`config.mk`:
```
export PLATFORM = sky130hd
export DESIGN_NAME = spec_rotator
export DESIGN_NICKNAME = d
export VERILOG_FILES = /design/src/rtl/spec_rot_pkg.sv /design/src/rtl/spec_rotator_sat_neg.sv /design/src/rtl/spec_rotator.sv
export SDC_FILE = /design/constraint.sdc
export NUM_CORES = 1
export LEC_CHECK = 0
export CAP_MARGIN = 0
export CORE_MARGIN = 3
export CORE_UTILIZATION = 45
export CTS_BUF_LIST = sky130_fd_sc_hd__clkbuf_4
export DETAILED_ROUTE_END_ITERATION = 10
export PLACE_DENSITY = 0.76
export SLEW_MARGIN = 20
export SYNTH_ARGS = -nofsm -noshare
export SYNTH_HDL_FRONTEND = slang
export SYNTH_SLANG_ARGS = --single-unit
export TNS_END_PERCENT = 30
```
`constraint.sdc`:
```
create_clock -name clk -period 2 [get_ports clk]
set_input_delay 0.4 -clock clk [delete_from_list [all_inputs] [get_ports clk]]
set_output_delay 0.4 -clock clk [all_outputs]
set_load 0.02 [all_outputs]
```
`src/rtl/spec_rot_pkg.sv`:
```
// Shared definitions for the spectrum rotator: mode encodings, phase type and
// the mapping from (mode, phase) to the operand routed onto each output.
package spec_rot_pkg;

   localparam logic [1:0] MODE_BYP = 2'd0;
   localparam logic [1:0] MODE_REV = 2'd1;
   localparam logic [1:0] MODE_P4  = 2'd2;
   localparam logic [1:0] MODE_M4  = 2'd3;

   typedef logic [1:0] phase_t;

   // Operand routed to an output component: plain or negated I or Q
   typedef enum logic [1:0] {
      SEL_I  = 2'd0,
      SEL_NI = 2'd1,
      SEL_Q  = 2'd2,
      SEL_NQ = 2'd3
   } sel_t;

   typedef struct packed {
      sel_t i;
      sel_t q;
   } rot_sel_t;

   // Multiplication by j^k reduces to swapping and negating the components
   function automatic rot_sel_t rot_select(input logic [1:0] m, input phase_t p);
      rot_sel_t r;
      r.i = SEL_I;
      r.q = SEL_Q;
      case (m)
         MODE_REV: begin
            if (p[0]) begin
               r.i = SEL_NI;
               r.q = SEL_NQ;
            end
         end
         MODE_P4: begin
            case (p)
               2'd1: begin r.i = SEL_NQ; r.q = SEL_I;  end
               2'd2: begin r.i = SEL_NI; r.q = SEL_NQ; end
               2'd3: begin r.i = SEL_Q;  r.q = SEL_NI; end
               default: begin r.i = SEL_I; r.q = SEL_Q; end
            endcase
         end
         MODE_M4: begin
            case (p)
               2'd1: begin r.i = SEL_Q;  r.q = SEL_NI; end
               2'd2: begin r.i = SEL_NI; r.q = SEL_NQ; end
               2'd3: begin r.i = SEL_NQ; r.q = SEL_I;  end
               default: begin r.i = SEL_I; r.q = SEL_Q; end
            endcase
         end
         default: begin
            r.i = SEL_I;
            r.q = SEL_Q;
         end
      endcase
      return r;
   endfunction

endpackage

```
`src/rtl/spec_rotator_sat_neg.sv`:
```
// Combinational saturating two's complement negate; the most negative value
// maps to the most positive one and raises clip.
module sat_neg #(
   parameter int W = 14
) (
   input  logic signed [W-1:0] a,
   output logic signed [W-1:0] y,
   output logic                clip
);

   localparam logic signed [W-1:0] MINV = {1'b1, {(W-1){1'b0}}};
   localparam logic signed [W-1:0] MAXV = {1'b0, {(W-1){1'b1}}};

   assign clip = (a == MINV);
   assign y    = clip ? MAXV : -a;

endmodule

```
`src/rtl/spec_rotator.sv`:
```
// Spectrum rotator: multiplies each accepted I/Q sample by a unit phasor from
// {1, j, -1, -j} chosen by the latched mode and a per-symbol phase counter.
module spec_rotator
   import spec_rot_pkg::*;
#(
   parameter int W = 14
) (
   input  logic                clk,
   input  logic                rst,
   input  logic                en,
   input  logic                sym_start,
   input  logic [1:0]          mode,
   input  logic signed [W-1:0] in_i,
   input  logic signed [W-1:0] in_q,
   output logic signed [W-1:0] out_i,
   output logic signed [W-1:0] out_q,
   output logic                out_valid,
   output logic                sat
);

   phase_t             phase;
   logic [1:0]         act_mode;
   logic [1:0]         use_mode;
   phase_t             use_phase;
   rot_sel_t           sel;
   logic signed [W-1:0] neg_i;
   logic signed [W-1:0] neg_q;
   logic               clip_i;
   logic               clip_q;
   logic signed [W-1:0] nxt_i;
   logic signed [W-1:0] nxt_q;
   logic               nxt_sat_i;
   logic               nxt_sat_q;

   sat_neg #(.W(W)) u_neg_i (
      .a    (in_i),
      .y    (neg_i),
      .clip (clip_i)
   );

   sat_neg #(.W(W)) u_neg_q (
      .a    (in_q),
      .y    (neg_q),
      .clip (clip_q)
   );

   // A symbol start takes effect on its own sample, so mode and phase bypass the registers
   always_comb begin
      use_mode  = sym_start ? mode : act_mode;
      use_phase = sym_start ? phase_t'(2'd0) : phase;
      sel       = rot_select(use_mode, use_phase);
   end

   always_comb begin
      nxt_i     = in_i;
      nxt_sat_i = 1'b0;
      case (sel.i)
         SEL_NI: begin
            nxt_i     = neg_i;
            nxt_sat_i = clip_i;
         end
         SEL_Q:  nxt_i = in_q;
         SEL_NQ: begin
            nxt_i     = neg_q;
            nxt_sat_i = clip_q;
         end
         default: nxt_i = in_i;
      endcase
   end

   always_comb begin
      nxt_q     = in_q;
      nxt_sat_q = 1'b0;
      case (sel.q)
         SEL_I:  nxt_q = in_i;
         SEL_NI: begin
            nxt_q     = neg_i;
            nxt_sat_q = clip_i;
         end
         SEL_NQ: begin
            nxt_q     = neg_q;
            nxt_sat_q = clip_q;
         end
         default: nxt_q = in_q;
      endcase
   end

   // Data, mode and phase all hold while en is low; only the strobes drop
   always_ff @(posedge clk or posedge rst) begin
      if (rst) begin
         phase     <= '0;
         act_mode  <= MODE_BYP;
         out_i     <= '0;
         out_q     <= '0;
         out_valid <= 1'b0;
         sat       <= 1'b0;
      end else if (en) begin
         phase     <= use_phase + 2'd1;
         act_mode  <= use_mode;
         out_i     <= nxt_i;
         out_q     <= nxt_q;
         out_valid <= 1'b1;
         sat       <= nxt_sat_i | nxt_sat_q;
      end else begin
         out_valid <= 1'b0;
         sat       <= 1'b0;
      end
   end

endmodule

```
==> results.cfg <==
[run_status]
status = finished with violations
failed_checks = setup timing

[worst_setup_path]
crit_type = input pin to register
startpoint_type = input pin
crit_start = in_q[7]
cp-end-kind = register
required_ns = 2.23
path_max_fanout = 3
cp.arrival_ns = 2.27
worst_r2r_startpoint = phase[0]$_DFFE_PP0P_

[route]
wl_per_cell_um = 20.1
dr.first_iter.drc_count = 489
first_pass_iters = 5
avgViaCountPerCell = 6.24
wl_um = 12200
vias = 3802
drc = 0
antenna_left = 0

[sta]
clock_skew_ns = 0.00884
max_freq_mhz = 489
rsz0062_at_grt = yes
fin_ws_ns = -0.0452
slew-limit-headroom_pct = 67.8
fin_crit_ns = 2.05
worst_pin_slew_ns = 0.483
hold_viol = 0
setup_viol = 1
finalMaxSlewViolations = 0
whs_ns = 0.455
period_share_pct = 102

[die]
start_util_pct = 47.1
die-width_um = 85.4
core_um2 = 6030
ios = 64
die_height_um = 85.4
std_cell_rows = 28
die_area_um2 = 7300

[cells_and_area]
antenna_cells = 0
stdcell_area_um2 = 4720
utilization_pct = 78.3
multi_input_area_um2 = 2060
synthToLayoutAreaGrowth_pct = 66.1
drive_gt1_share_pct = 36.1
fill_cells = 438
regArea_um2 = 855
layout_common_cells = buf_4, clkdlybuf4s50_1, nor2_1, nand2_1, dfrtp_1
final_common_cell = buf_4
final_nets = 569
instances_no_fill = 609

[pwr]
p_per_area_nw_per_um2 = 607
irDropWorstVdd_uv = 449
p_leak_uw = 0.00200

[placed_design]
portBuffers = 63
gp_congestion = 0.955
placed_cell_area_um2 = 4360
place_ws_ns = -0.755
placed_cells = 591
hpwl_um = 8850

[clock_network]
cts_sinks = 34
h-tree-depth = 2
clock_tree.buffer_depth = 2
clk_latency_ns = 0.35
cts_tree = built
clk_pin_slew_ns = 0.12
clockRootBuffer = clkbuf_4
holdBufCountCts = 0
numCtsBuffers = 5

[flow_run]
drv_cap = 0

[yosys]
synth_ff_type = dfrtp_1
ys_seq_area_share_pct = 30.0
synth.distinct_cells = 60
synth.ff_latch_count = 34
synth_cells = 368
synth-warning-count = 0
postSynthAreaPerCell_um2 = 7.72
synth-async-reset-ratio_pct = 100
synth-edff-count = 0
syn_nets = 404
syn-cell-area_um2 = 2840

[worst_hold_path]
hold_class = input pin to async pin

[grt]
antenna_found_initial = 0
grt_usage_pct = 33.2
overflow = 0
grt_pass1_vias = 3626
grt_max_degree = 35
grt_pass1_wl_um = 19000
## what timing repair did
| action | CTS | global route |
|---|---|---|
| setup buffers | 5 | 5 |
| setup endpoints to repair | 29 | 29 |
| gates resized for setup | 47 | 34 |
| pin swaps | 15 | 20 |
## where the power goes
| part | leakage (µW) | internal, µW | switching, µW |
|---|---|---|---|
| clock network | 0.0000463 | 292 | 274 |
| registers | 0.000387 | 802 | 81.7 |
| logic | 0.00156 | 679 | 735 |
## worst paths after layout
kind / to / slack (ns) / cells past startpoint
hold / removal: phase[0]$_DFFE_PP0P_ / 0.46 / 3
min in group clk: out_i[1]$_DFFE_PP0P_ / 0.46 / 2
setup reg to reg: out_i[7]$_DFFE_PP0P_ / 0.12 / 7
max in group asynchronous: phase[1]$_DFFE_PP0P_ / 1.17 / 3
setup / recovery: out_q[10]$_DFFE_PP0P_ / -0.05 / 8
hold reg to reg: out_q[6]$_DFFE_PP0P_ / 0.51 / 1
## state kept, by name (all words and copies together) (netlist names)
register / cells
act_mode: 2
out_i: 14
out_q: 14
out_valid: 1
phase: 2
sat: 1
## final cells by class
| type | count | area share [%] |
|---|---|---|
| Clock buffer | 7 | 1.11 |
| Inverter | 14 | 1.17 |
| Sequential cell | 34 | 18.1 |
| Multi-Input combinational cell | 292 | 43.7 |
| Clock inverter | 1 | 0.636 |
| Timing Repair Buffer | 186 | 33.3 |
| Tap cell | 75 | 1.99 |
## stage by stage
stage	power, µW	setup TNS (ns)
after detailed placement	2200	-16.94
after global placement	2190	-16.51
after global routing	3010	-0.222
after CTS	2780	-0.0273
final	2860	-0.0452
after floorplan	1490	-1.87
## cells by family (layout without fill, tap and decap cells)
family	count (synthesis)	after routing	synth area share (%)
multiplexers	9	9	3.39
AND/OR/NAND/NOR	135	135	25.2
XOR/XNOR	11	11	3.66
flip-flops	34	34	30.0
buffers and inverters	42	208	5.90
AO/OA/AOI/OAI	135	135	31.0
adder cells (fa/ha/maj)	2	2	0.881
## worst max-delay path, cell delays in order
cell,delay [ns]
clkdlybuf4s50_1,0.51
nor4_2,0.29
buf_4,0.16
buf_4,0.10
nand3_1,0.11
o31ai_1,0.35
o221a_2,0.26
a31oi_1,0.08
## routing by layer
layer,wire (µm),vias up,track usage (%),share of wire [%]
met5,0,-,0,0
met2,5430,269,50.9,44
li1,-,1722,-,-
met3,1250,30,4.95,10
met4,328,0,10.2,2.7
met1,5220,1781,48.1,43
## synth_stat cells (7+ instances only)
library cell,n,share of area (%)
a21oi_1,29,5.1
or3_1,7,1.5
clkbuf_1,25,3.3
nor3_1,10,1.8
o22ai_1,10,2.2
nand3_1,9,1.6
inv_1,14,1.9
a31oi_1,17,3.7
dfrtp_1,34,30
nand2_1,34,4.5
nor2_1,32,4.2
o21ai_0,32,5.6
No activity file was read; power rests on OpenSTA's default activity.
